[config.mk]
export PLATFORM = sky130hd
export DESIGN_NAME = seq_alu
export DESIGN_NICKNAME = d
export VERILOG_FILES = /design/src/rtl/seq_alu.sv
export SDC_FILE = /design/constraint.sdc
export NUM_CORES = 1
export LEC_CHECK = 0
export ABC_CLOCK_PERIOD_IN_PS = 6930
export CAP_MARGIN = 10
export CORE_ASPECT_RATIO = 0.9
export CORE_UTILIZATION = 40
export DETAILED_ROUTE_END_ITERATION = 8
export PLACE_DENSITY_LB_ADDON = 0.25
export SLEW_MARGIN = 30
export SYNTH_ARGS = -nofsm -noshare
export SYNTH_HDL_FRONTEND = slang
export SYNTH_SLANG_ARGS = --single-unit
[constraint.sdc]
create_clock -name i_clk -period 6.93 [get_ports i_clk]
set_input_delay 2.079 -clock i_clk [delete_from_list [all_inputs] [get_ports i_clk]]
set_output_delay 2.079 -clock i_clk [all_outputs]
set_load 0.1 [all_outputs]
[src/rtl/seq_alu.sv]
`default_nettype none
// ============================================================================
//  Module      : seq_alu
//  Description : Registered ALU with valid/ready handshakes. Logic, add, sub
//                and set-less-than finish in one cycle. Unsigned multiply
//                runs as a WIDTH-cycle shift-add loop.
//  Revision    : 1.0 - initial release
// ============================================================================
module seq_alu #(
  parameter int WIDTH = 32
) (
  input  logic             i_clk,
  input  logic             i_rst_n,
  input  logic             i_valid,
  output logic             o_ready,
  input  logic [2:0]       i_cmd,
  input  logic [WIDTH-1:0] i_A,
  input  logic [WIDTH-1:0] i_B,
  output logic             o_valid,
  input  logic             i_ready,
  output logic [WIDTH-1:0] o_Res,
  output logic             o_zero,
  output logic             o_neg,
  output logic             o_carry,
  output logic             o_ovf
);

  localparam int CW = $clog2(WIDTH);

  localparam logic [2:0] c_AND  = 3'b000;
  localparam logic [2:0] c_OR   = 3'b001;
  localparam logic [2:0] c_ADD  = 3'b010;
  localparam logic [2:0] c_MUL  = 3'b011;
  localparam logic [2:0] c_ANDN = 3'b100;
  localparam logic [2:0] c_ORN  = 3'b101;
  localparam logic [2:0] c_SUB  = 3'b110;
  localparam logic [2:0] c_SLT  = 3'b111;

  typedef enum logic [0:0] {S_IDLE = 1'b0, S_MUL = 1'b1} state_t;

  state_t             state_q;
  logic [CW-1:0]      cnt_q;
  logic               valid_q;
  logic [WIDTH-1:0]   res_q;
  logic               zero_q, neg_q, carry_q, ovf_q;
  logic [2*WIDTH-1:0] mcand_q;
  logic [WIDTH-1:0]   mplr_q;
  logic [2*WIDTH-1:0] acc_q;

  logic [WIDTH:0]     w_add;
  logic [WIDTH:0]     w_sub;
  logic               w_add_ovf;
  logic               w_sub_ovf;
  logic [WIDTH-1:0]   res_d;
  logic               carry_d;
  logic               ovf_d;
  logic [2*WIDTH-1:0] acc_d;
  logic               w_accept;

  assign o_ready  = i_rst_n & (state_q == S_IDLE) & (~valid_q | i_ready);
  assign w_accept = i_valid & o_ready;

  assign o_valid = valid_q;
  assign o_Res   = res_q;
  assign o_zero  = zero_q;
  assign o_neg   = neg_q;
  assign o_carry = carry_q;
  assign o_ovf   = ovf_q;

  // Single-cycle datapath; SUB is A + ~B + 1 so carry-out 1 means no borrow.
  always_comb begin
    w_add     = {1'b0, i_A} + {1'b0, i_B};
    w_sub     = {1'b0, i_A} + {1'b0, ~i_B} + (WIDTH+1)'(1);
    w_add_ovf = (i_A[WIDTH-1] == i_B[WIDTH-1]) & (w_add[WIDTH-1] != i_A[WIDTH-1]);
    w_sub_ovf = (i_A[WIDTH-1] != i_B[WIDTH-1]) & (w_sub[WIDTH-1] != i_A[WIDTH-1]);
    res_d     = '0;
    carry_d   = 1'b0;
    ovf_d     = 1'b0;
    case (i_cmd)
      c_AND:  res_d = i_A & i_B;
      c_OR:   res_d = i_A | i_B;
      c_ADD:  begin res_d = w_add[WIDTH-1:0]; carry_d = w_add[WIDTH]; ovf_d = w_add_ovf; end
      c_ANDN: res_d = i_A & ~i_B;
      c_ORN:  res_d = i_A | ~i_B;
      c_SUB:  begin res_d = w_sub[WIDTH-1:0]; carry_d = w_sub[WIDTH]; ovf_d = w_sub_ovf; end
      c_SLT:  res_d = {{(WIDTH-1){1'b0}}, w_sub[WIDTH-1] ^ w_sub_ovf};
      default: res_d = '0;
    endcase
  end

  // Accumulator value after this multiply step (used for the final write too).
  always_comb begin
    acc_d = acc_q + (mplr_q[0] ? mcand_q : '0);
  end

  // Control FSM, multiply iteration and registered result/flags.
  always_ff @(posedge i_clk) begin
    if (!i_rst_n) begin
      state_q <= S_IDLE;
      cnt_q   <= '0;
      valid_q <= 1'b0;
      res_q   <= '0;
      zero_q  <= 1'b0;
      neg_q   <= 1'b0;
      carry_q <= 1'b0;
      ovf_q   <= 1'b0;
      mcand_q <= '0;
      mplr_q  <= '0;
      acc_q   <= '0;
    end else begin
      case (state_q)
        S_IDLE: begin
          if (w_accept) begin
            if (i_cmd == c_MUL) begin
              // Output is free or retiring here, so dropping valid is safe.
              mcand_q <= {{WIDTH{1'b0}}, i_A};
              mplr_q  <= i_B;
              acc_q   <= '0;
              cnt_q   <= '0;
              valid_q <= 1'b0;
              state_q <= S_MUL;
            end else begin
              res_q   <= res_d;
              zero_q  <= (res_d == '0);
              neg_q   <= res_d[WIDTH-1];
              carry_q <= carry_d;
              ovf_q   <= ovf_d;
              valid_q <= 1'b1;
            end
          end else if (valid_q && i_ready) begin
            valid_q <= 1'b0;
          end
        end
        S_MUL: begin
          acc_q   <= acc_d;
          mcand_q <= mcand_q << 1;
          mplr_q  <= mplr_q >> 1;
          cnt_q   <= cnt_q + CW'(1);
          if (cnt_q == CW'(WIDTH-1)) begin
            res_q   <= acc_d[WIDTH-1:0];
            zero_q  <= (acc_d[WIDTH-1:0] == '0);
            neg_q   <= acc_d[WIDTH-1];
            carry_q <= 1'b0;
            ovf_q   <= |acc_d[2*WIDTH-1:WIDTH];
            valid_q <= 1'b1;
            cnt_q   <= '0;
            state_q <= S_IDLE;
          end
        end
        default: state_q <= S_IDLE;
      endcase
    end
  end

endmodule
`default_nettype wire

After elaboration in Yosys (flattened, before gate mapping)
Cells that the tools add are included.

word-level totals
  bits of input ports = 71
  register bits = 203
  logic and storage cells = 101
  output and inout bits = 38

operators by class
  bitwise logic cells = 14
  $add $sub $neg = 5
  muxes and demuxes = 46
  reductions and logical operators = 8
  eq/ne operators = 17

operators by type and width
  operator                 number
  $mux W64                 5
  $pmux W64 S2             2
  $pmux W32 S7             1
  $mux W32                 5
  $pmux W32 S2             2
  $add A32 B32 Y33         2
  $add A64 B64 Y64         1
  $and A32 B32 Y32         2
  $logic_not A32 Y1        2
  $or A32 B32 Y32          2
  $add A33 B1 Y33 const B  1
  $not A32 Y32             1
  $reduce_or A32 Y1        1
  $mux W1                  19
  $pmux W1 S2              8
  $mux W5                  3
  $eq A3 B3 Y1 const B     4
  $pmux W5 S2              1
  $eq A3 B2 Y1 const B     2
  $add A5 B1 Y5 const B    1
  $and A1 B1 Y1            5
  $eq A5 B5 Y1 const B     1
  $ne A2 B1 Y1 const B     2
  $ne A2 B2 Y1 const B     2
  other kinds (11)         15

Longest topological paths before layout
Gate-level depths: netlist of run 1.

  depth in word-level cells = 11
  depth in mapped cells = 25
  gate-level depth less buffers = 24

Worst setup path after synthesis of run 1
No wires, ideal clock.

  kind = input to register
  from = input port i_B[4]
  to = register zero_q, in the netlist o_zero
  slack = 0.623 ns
  cell stages on the path = 21
  buffers on the path = 1
  data arrival time = 6.223 ns
  cell sequence = inv_1 > ha_1 > buf_4 > o211ai_1 > a2111oi_0 > a21bo_2 > o21ai_1 > a21o_1 > a2111oi_0 > nor2_1 > a21o_1 > a21oi_1 > nor2_1 > o21ai_0 > nand2b_1 > fa_1 > a32oi_1 > o21ai_0 > or4_1 > or4_1 > o31ai_2

on the way
  longest elaborated chain between the ends = 11

ends and longest elaborated chain
  item                  RTL line    RTL
  from (decl)           18          input logic [WIDTH-1:0] i_B,
  $not A32 Y32          73, 83, 84
  $add A32 B32 Y33      73          w_sub = {1'b0, i_A} + {1'b0, ~i_B} + (WIDTH+1)'(1);
  $add A33 B1 Y33       73
  $ne A1 B1 Y1          75          w_sub_ovf = (i_A[WIDTH-1] != i_B[WIDTH-1]) & (w_sub[WIDTH-1] != i_A[WIDTH-1]);
  $and A1 B1 Y1         75
  $xor A1 B1 Y1         86          c_SLT: res_d = {{(WIDTH-1){1'b0}}, w_sub[WIDTH-1] ^ w_sub_ovf};
  $pmux W32 S7 *        79          case (i_cmd)
  $logic_not A32 Y1 *   124         zero_q <= (res_d == '0);
  $mux W1 *             114         if (i_cmd == c_MUL) begin
  $mux W1 *             113         if (w_accept) begin
  $pmux W1 S2 *         111         case (state_q)
  to (signal assigned)  124
  to (signal assigned)  141         zero_q <= (acc_d[WIDTH-1:0] == '0);
  to (decl)             45          logic zero_q, neg_q, carry_q, ovf_q;

Mark *: on every way between the ends. The rest lies on a longest branch, timed or not. The select of a mux whose other input is x is not followed.
A chain may end at the register's enable or synchronous reset.

Worst setup path after layout of run 1
  from = input port i_B[9]
  to = register zero_q, in the netlist o_zero

Same word-level chain as after synthesis.

==> results_dict.tcl, run 1 <==
set metrics [dict create \
    outcome "finished clean" \
    synth_cells 2383 \
    r2r_cells 16 \
    busiest_layer "met2" \
    layoutNonFillerInstCount 3070 \
    leakagePower_uw 0.008549 \
    maxCapViolations 0 \
    cts.htree.levels 1 \
    wirelength_um 61780 \
    critPathKind "input port to register" \
    clkLatencyLatePin_ps 550 \
    fillers 4298 \
    hold_viol 0 \
    power.density_mw_per_mm2 158.1 \
    use_met3 0.03388 \
    start_kind "input port" \
    clkSlewWorstSetupHoldPaths_ps 60 \
    pre_cts_slack_ps -785.9 \
    setup_slack_ps 152.5 \
    grt_pass1_vias 17060 \
    nets 2703 \
    most-common-layout-cells "nand2_1 (261), a21oi_1 (256), dfxtp_1 (201)" \
    vias_per_cell 5.904 \
    antenna_found_initial 1 \
    ys.flop_type "dfxtp_1" \
    muxShareOfSynthArea 0.009065 \
    drv_slew 0 \
    grt_pass1_wl_um 96480 \
    holdPathStages 2 \
    crit_fanout 2 \
    finalCritPeriodShare 0.9780 \
    finalClockSkew_ps 16.38 \
    drt_iter0_markers 1572 \
    drc 0 \
    synth_top_family_by_area "compound AO/OA/AOI/OAI gates" \
    ios 109 \
    grt_usage 0.2657 \
    fin_area_mm2 0.02086 \
    drt-pass1-iter-count 7 \
    cts_hold_buffers 0 \
    gp_congestion 0.9304 \
    hold_start "o_Res[27]" \
    cts_buffers 24 \
    cts_tree "built" \
    diodes 0 \
    die_h_um 201.4 \
    worst_pin_slew_ps 991.8 \
    setup_viol 0 \
    use_met2 0.4002 \
    synth_adder_area_share 0.1044 \
    grt_overflow 0 \
    yosys_warnings 0 \
    die_x_um 223.5 \
    synth-compound-area-share 0.3083 \
    synth-simple-area-share 0.2402 \
    cp-end-kind "register" \
    hold_class "register to register" \
    reg2reg_slack_ps 1910 \
    initial_core_util 0.4086 \
    met1_usage 0.3956 \
    whs_endpoint "o_Res[27]" \
    drtAntennaViolNets 0 \
    layout_min_cycle_time_ps 6778 \
    place.detailed.hpwl_um 46530 \
    wire_per_inst_um 20.12 \
    cts_root_buf "clkbuf_16" \
    synth_cell_types 91 \
    io_buffers 108 \
    coreArea_mm2 0.04324 \
    synth_fp_nets 2587 \
    place_inst 3024 \
    synth_edf_count 0 \
    ys_seq_area_frac 0.2289 \
    maxSlewHeadroom 0.3367 \
    synth-xor-area-share 0.05304 \
    cp.arrival_ps 7240 \
    num_rows 72 \
    crit_required_ps 7390 \
    syn-mean-instance-area_um2 7.414 \
    area_growth_pct 18.05 \
    r2r_start "mplr_q[0]" \
    grt_max_degree 117 \
    placedInstanceArea_mm2 0.01981 \
    max_freq_mhz 147.5 \
    peakVddDrop_v 0.0001528 \
    cts_sinks 202 \
    synthArstFlopShare 0 \
    r2r-end "o_ovf" \
    ys_ff_latch 202 \
    final_common_cell "nand2_1" \
    cts_buffer_depth 3 \
    drive_gt1_frac 0.09980 \
    vias 18130 \
    synth_area_mm2 0.01767 \
    die-area_mm2 0.04502 \
]
## report_power, final
part / switching (µW) / internal (µW)
clock: 545 / 701
combinational: 532 / 328
sequential: 14.9 / 1180
total: 1090 / 2210
## cell type report
class,count,area (µm²),area share
well taps,555,694.4,0.03329
clock buffers,35,701.9,0.03365
inverters,74,280.3,0.01344
clock inverters,7,51.30,0.002460
repair buffers,252,2211,0.1060
flip-flops and latches,202,4048,0.1941
multi-input cells,1945,12870,0.6171
## stage by stage
stage               power (µW)  hold slack (ps)  utilization  setup TNS, ps
floorplan                 1727            443.9            -              0
global placement          2035            456.3       0.4582          -1355
detailed placement        2038            463.3       0.4582          -1898
CTS                       3285            472.5       0.4760              0
global route              3422            486.9       0.4824         -31.08
finish                    3297            468.7       0.4824              0
## worst max-delay path by stage
stage	startpoint	end	depth (start not counted)
floorplan	i_B[4]	o_zero	21
global placement	i_B[6]	o_zero	26
detailed placement	i_B[6]	o_zero	26
CTS	i_B[6]	o_zero	26
global route	i_B[9]	o_zero	26
finish	i_B[9]	o_zero	26
## synth_stat cells, types with 21 or more instances
| cell type | number | area, µm² |
|---|---|---|
| xor2_1 | 45 | 394.1 |
| a21oi_1 | 257 | 1286 |
| a21o_1 | 47 | 352.8 |
| nor4_1 | 21 | 131.4 |
| nor3_1 | 39 | 195.2 |
| o21ai_0 | 134 | 670.6 |
| o22ai_1 | 23 | 143.9 |
| clkbuf_1 | 115 | 431.7 |
| ha_1 | 129 | 1614 |
| dfxtp_1 | 202 | 4044 |
| and2_1 | 95 | 594.3 |
| nand3_1 | 32 | 160.2 |
| nand4_1 | 29 | 181.4 |
| o21a_1 | 21 | 157.7 |
| nor2b_1 | 98 | 613.1 |
| xnor2_1 | 62 | 543.0 |
| nand2_1 | 263 | 987.2 |
| inv_1 | 69 | 259.0 |
| nor2_1 | 127 | 476.7 |
| a21boi_0 | 91 | 683.2 |
| a22oi_1 | 86 | 645.6 |
| and3_1 | 74 | 462.9 |
## logic make-up after synthesis
logic type / after synthesis
buffers and inverters: 236
AOI/OAI and AO/OA: 839
muxes: 16
adders and majority gates: 148
and+or+nand+nor: 835
xor gates and xnor gates: 107
DFF: 202
## state kept, by name, indices dropped and copies added, names as in the netlist
signal and cells:
acc_q 64, cnt_q 5, mcand_q 64, mplr_q 32, o_Res 32, o_carry 1
o_ovf 1, o_valid 1, o_zero 1, state_q 1
## critical path, cell delays in order
cell and delay (ps):
clkdlybuf4s50_1 500, inv_2 60, ha_4 270, nand2_2 80
a2111oi_4 270, a21bo_4 290, o21ai_4 220, a21o_1 220
a2111oi_4 110, nor2_1 140, a21o_1 130, a21oi_1 70
nor2_1 130, o21ai_1 70, nand2b_1 140, fa_2 290
o221ai_2 120, o21ai_2 90, nand3_1 90, or4_4 510
nor4_4 210, buf_4 150, and4b_1 220, nand4_1 100
or4_4 490, o31ai_2 170
## what timing repair did
| item | 4_1_cts | 5_1_grt |
|---|---|---|
| gates resized for setup | 4 | 42 |
| setup buffers | 0 | 3 |
| pin swaps | 0 | 12 |
| endpoints found under the hold margin | 0 | 0 |
| setup endpoints to repair | 2 | 2 |
## per-layer routing
metal / wire, µm / vias to the layer above
li1: - / 8842
met1: 30460 / 8616
met2: 26280 / 585
met3: 3577 / 82
met4: 1459 / 0
met5: 0 / -
Power figures use the tool's default switching activity.
==> run 2, diff against run 1 <==
--- a/config.mk
+++ b/config.mk
@@ -5,7 +5,7 @@
 export SDC_FILE = /design/constraint.sdc
 export NUM_CORES = 1
 export LEC_CHECK = 0
-export ABC_CLOCK_PERIOD_IN_PS = 6930
+export ABC_CLOCK_PERIOD_IN_PS = 8200
 export CAP_MARGIN = 10
 export CORE_ASPECT_RATIO = 0.9
 export CORE_UTILIZATION = 40
==> constraint.sdc (replaced) <==
create_clock -name i_clk -period 8.2 [get_ports i_clk]
set_input_delay 2.46 -clock i_clk [delete_from_list [all_inputs] [get_ports i_clk]]
set_output_delay 2.46 -clock i_clk [all_outputs]
set_load 0.1 [all_outputs]
==> run 2 against run 1 <==
- via count is 1.1% lower
- global-route usage up 0.22 points
- setup slack improved by 490 ps
- utilization is 2.2 points lower
- clock skew down 1.6 ps
- sequential power shrank 15%
- final cell count down 3.2%
- combinational power decreased by 23%
- wire length up 0.56%
- total power fell by 15%
- clock-buffer cell count shrank 1
- cell area shrank 4.6%
- largest cell class unchanged
- largest power group unchanged
==> results_dict.tcl, run 2 (same netlist as run 1, synthesis figures left out) <==
set metrics [dict create \
    initial_core_util 0.4086 \
    grt_usage 0.2679 \
    whs_ps 464.5 \
    most-common-layout-cells "nand2_1 (263), a21oi_1 (257), dfxtp_1 (201)" \
    clkPwrFrac 0.402 \
    r2r_cells 15 \
    die_x_um 223.5 \
    finalSetupTns_ps 0 \
    critPathKind "input port to register" \
    reg2reg_slack_ps 3050 \
    grt_overflow 0 \
    finalCritPeriodShare 0.9214 \
    path_cells "clkdlybuf4s50_1 > inv_1 > ha_1 > buf_4 > a21oi_1 > o211ai_1 > a21oi_1 > o21ai_1 > buf_4 > a21o_1 > a2111oi_0 > nor2_1 > a21o_1 > a21oi_1 > nor2_1 > o21ai_0 > nand2b_1 > fa_1 > a32oi_1 > o21ai_0 > or4_1 > or4_1 > o31ai_2" \
    num_rows 72 \
    critPathSlowestCell "a2111oi_0" \
    final_common_cell "nand2_1" \
    finalClockSkew_ps 14.75 \
    start_kind "input port" \
    cts_buffer_depth 3 \
    hold_start "o_Res[27]" \
    startpoint "i_B[8]" \
    maxCapViolations 0 \
    gp_congestion 0.9493 \
    hold_viol 0 \
    cts_setup_buffers 0 \
    cts_hold_buffers 0 \
    place.detailed.hpwl_um 46010 \
    crit_cells 23 \
    die_h_um 201.4 \
    r2r-end "o_ovf" \
    cts_root_buf "clkbuf_16" \
    cts_sinks 202 \
    p_sw_frac 0.3272 \
    seqPwrFrac 0.361 \
    die-area_mm2 0.04502 \
    drtAntennaViolNets 0 \
    setup_viol 0 \
    crit_end "o_zero" \
    ctsResizeCount 0 \
    power.density_mw_per_mm2 140.5 \
    grt_max_degree 115 \
    clkLatencyLatePin_ps 560 \
    hold_class "register to register" \
    vias_per_cell 6.032 \
    cts_tree "built" \
    wire_per_inst_um 20.91 \
    io_buffers 108 \
    crit_fanout 8 \
    fin_area_mm2 0.01990 \
    crit_path_frequent_cell "a21oi_1" \
    crit_required_ps 8680 \
    layout_min_cycle_time_ps 7556 \
    coreArea_mm2 0.04324 \
    grt_pass1_vias 16420 \
    drv_slew 0 \
    drive_gt1_frac 0.05176 \
    cp.arrival_ps 8030 \
    cts_buffers 25 \
    ios 109 \
    drt-pass1-iter-count 8 \
    maxSlewHeadroom 0.3294 \
    path_delay_family "compound AO/OA/AOI/OAI gates" \
    rsz0062_at_grt "false" \
    worst-path-buf-inv 4 \
    leakagePower_uw 0.007975 \
    antenna_found_initial 1 \
    clkSlewWorstSetupHoldPaths_ps 60 \
    area_growth_pct 12.63 \
    vias 17920 \
    max_freq_mhz 132.3 \
    fillers 4402 \
    r2r_start "mplr_q[0]" \
    critPathMaxStageDelay_ps 760 \
    nets 2603 \
    cts.htree.levels 1 \
    worst_pin_slew_ps 1003 \
    drt_iter0_markers 1820 \
    peakVddDrop_v 0.0001172 \
    wirelength_um 62120 \
    drc 0 \
    cp-end-kind "register" \
    grt_pass1_wl_um 96740 \
    intPower_uw 1881 \
    power.switching_uw 914.6 \
    top_regs "acc_q x64, mcand_q x64" \
    placedInstanceArea_mm2 0.01908 \
    outcome "finished clean" \
    power_frac_comb 0.237 \
]
run 2: changes by cell type in the layout (fill, tap and decap cells not counted), sizes merged:
| cell | previous run | this run |
|---|---|---|
| buf | 148 | 47 |
| bufinv | 0 | 2 |
| clkbuf | 35 | 34 |
| clkdlybuf4s50 | 94 | 104 |
| clkinvlp | 2 | 1 |
| diode | 0 | 1 |
| dlymetal6s2s | 10 | 0 |
| inv | 73 | 74 |
run 2: worst min path at each step:
stage                      end  slack, ps  depth (start not counted)
floorplan           mplr_q[10]        440                          2
global placement     o_Res[17]        450                          2
detailed placement  mplr_q[10]        460                          2
CTS                 mplr_q[10]        470                          2
global route         o_Res[16]        480                          2
finish               o_Res[27]        460                          2
run 2: final cells by class:
class	instances	area, µm²	area share
tap	555	694.4	0.03490
clock inverter	9	101.3	0.005093
multi-input combinational	1945	12670	0.6365
sequential	202	4048	0.2034
inverter	74	280.3	0.01408
timing repair buffer	151	1408	0.07074
antenna	1	2.502	0.0001258
clock buffer	34	699.4	0.03515
run 2: power groups by stage:
stage	Clock (µW)	Sequential, µW	Combinational, µW
floorplan	0	1090	370
global placement	0	1030	646
detailed placement	0	1030	646
CTS	1140	1010	649
global route	1190	1010	706
finish	1120	1010	663
run 2: metal layers:
layer	track usage	vias up	routed length, µm
met5	0	-	13
met4	0.04990	2	1103
met3	0.03724	71	4179
met2	0.4013	618	26250
met1	0.4047	8588	30570
li1	-	8641	-
run 2: stage by stage:
| stage | util | setup WS [ps] | cells | power (µW) |
|---|---|---|---|---|
| after global routing | 0.4601 | 445.7 | 2970 | 2905 |
| final | 0.4602 | 644.2 | 2971 | 2795 |
| after CTS | 0.4599 | 856.4 | 2970 | 2801 |
| after floorplan | - | 1512 | 2383 | 1459 |
| after detailed placement | 0.4413 | 300.2 | 2927 | 1676 |
| after global placement | 0.4413 | 415.3 | 2927 | 1675 |
run 2: worst min-delay path, cell delays in order, from the launching register on:
cell and delay (ps):
dfxtp_1 310, nand2_1 40, a21boi_0 60
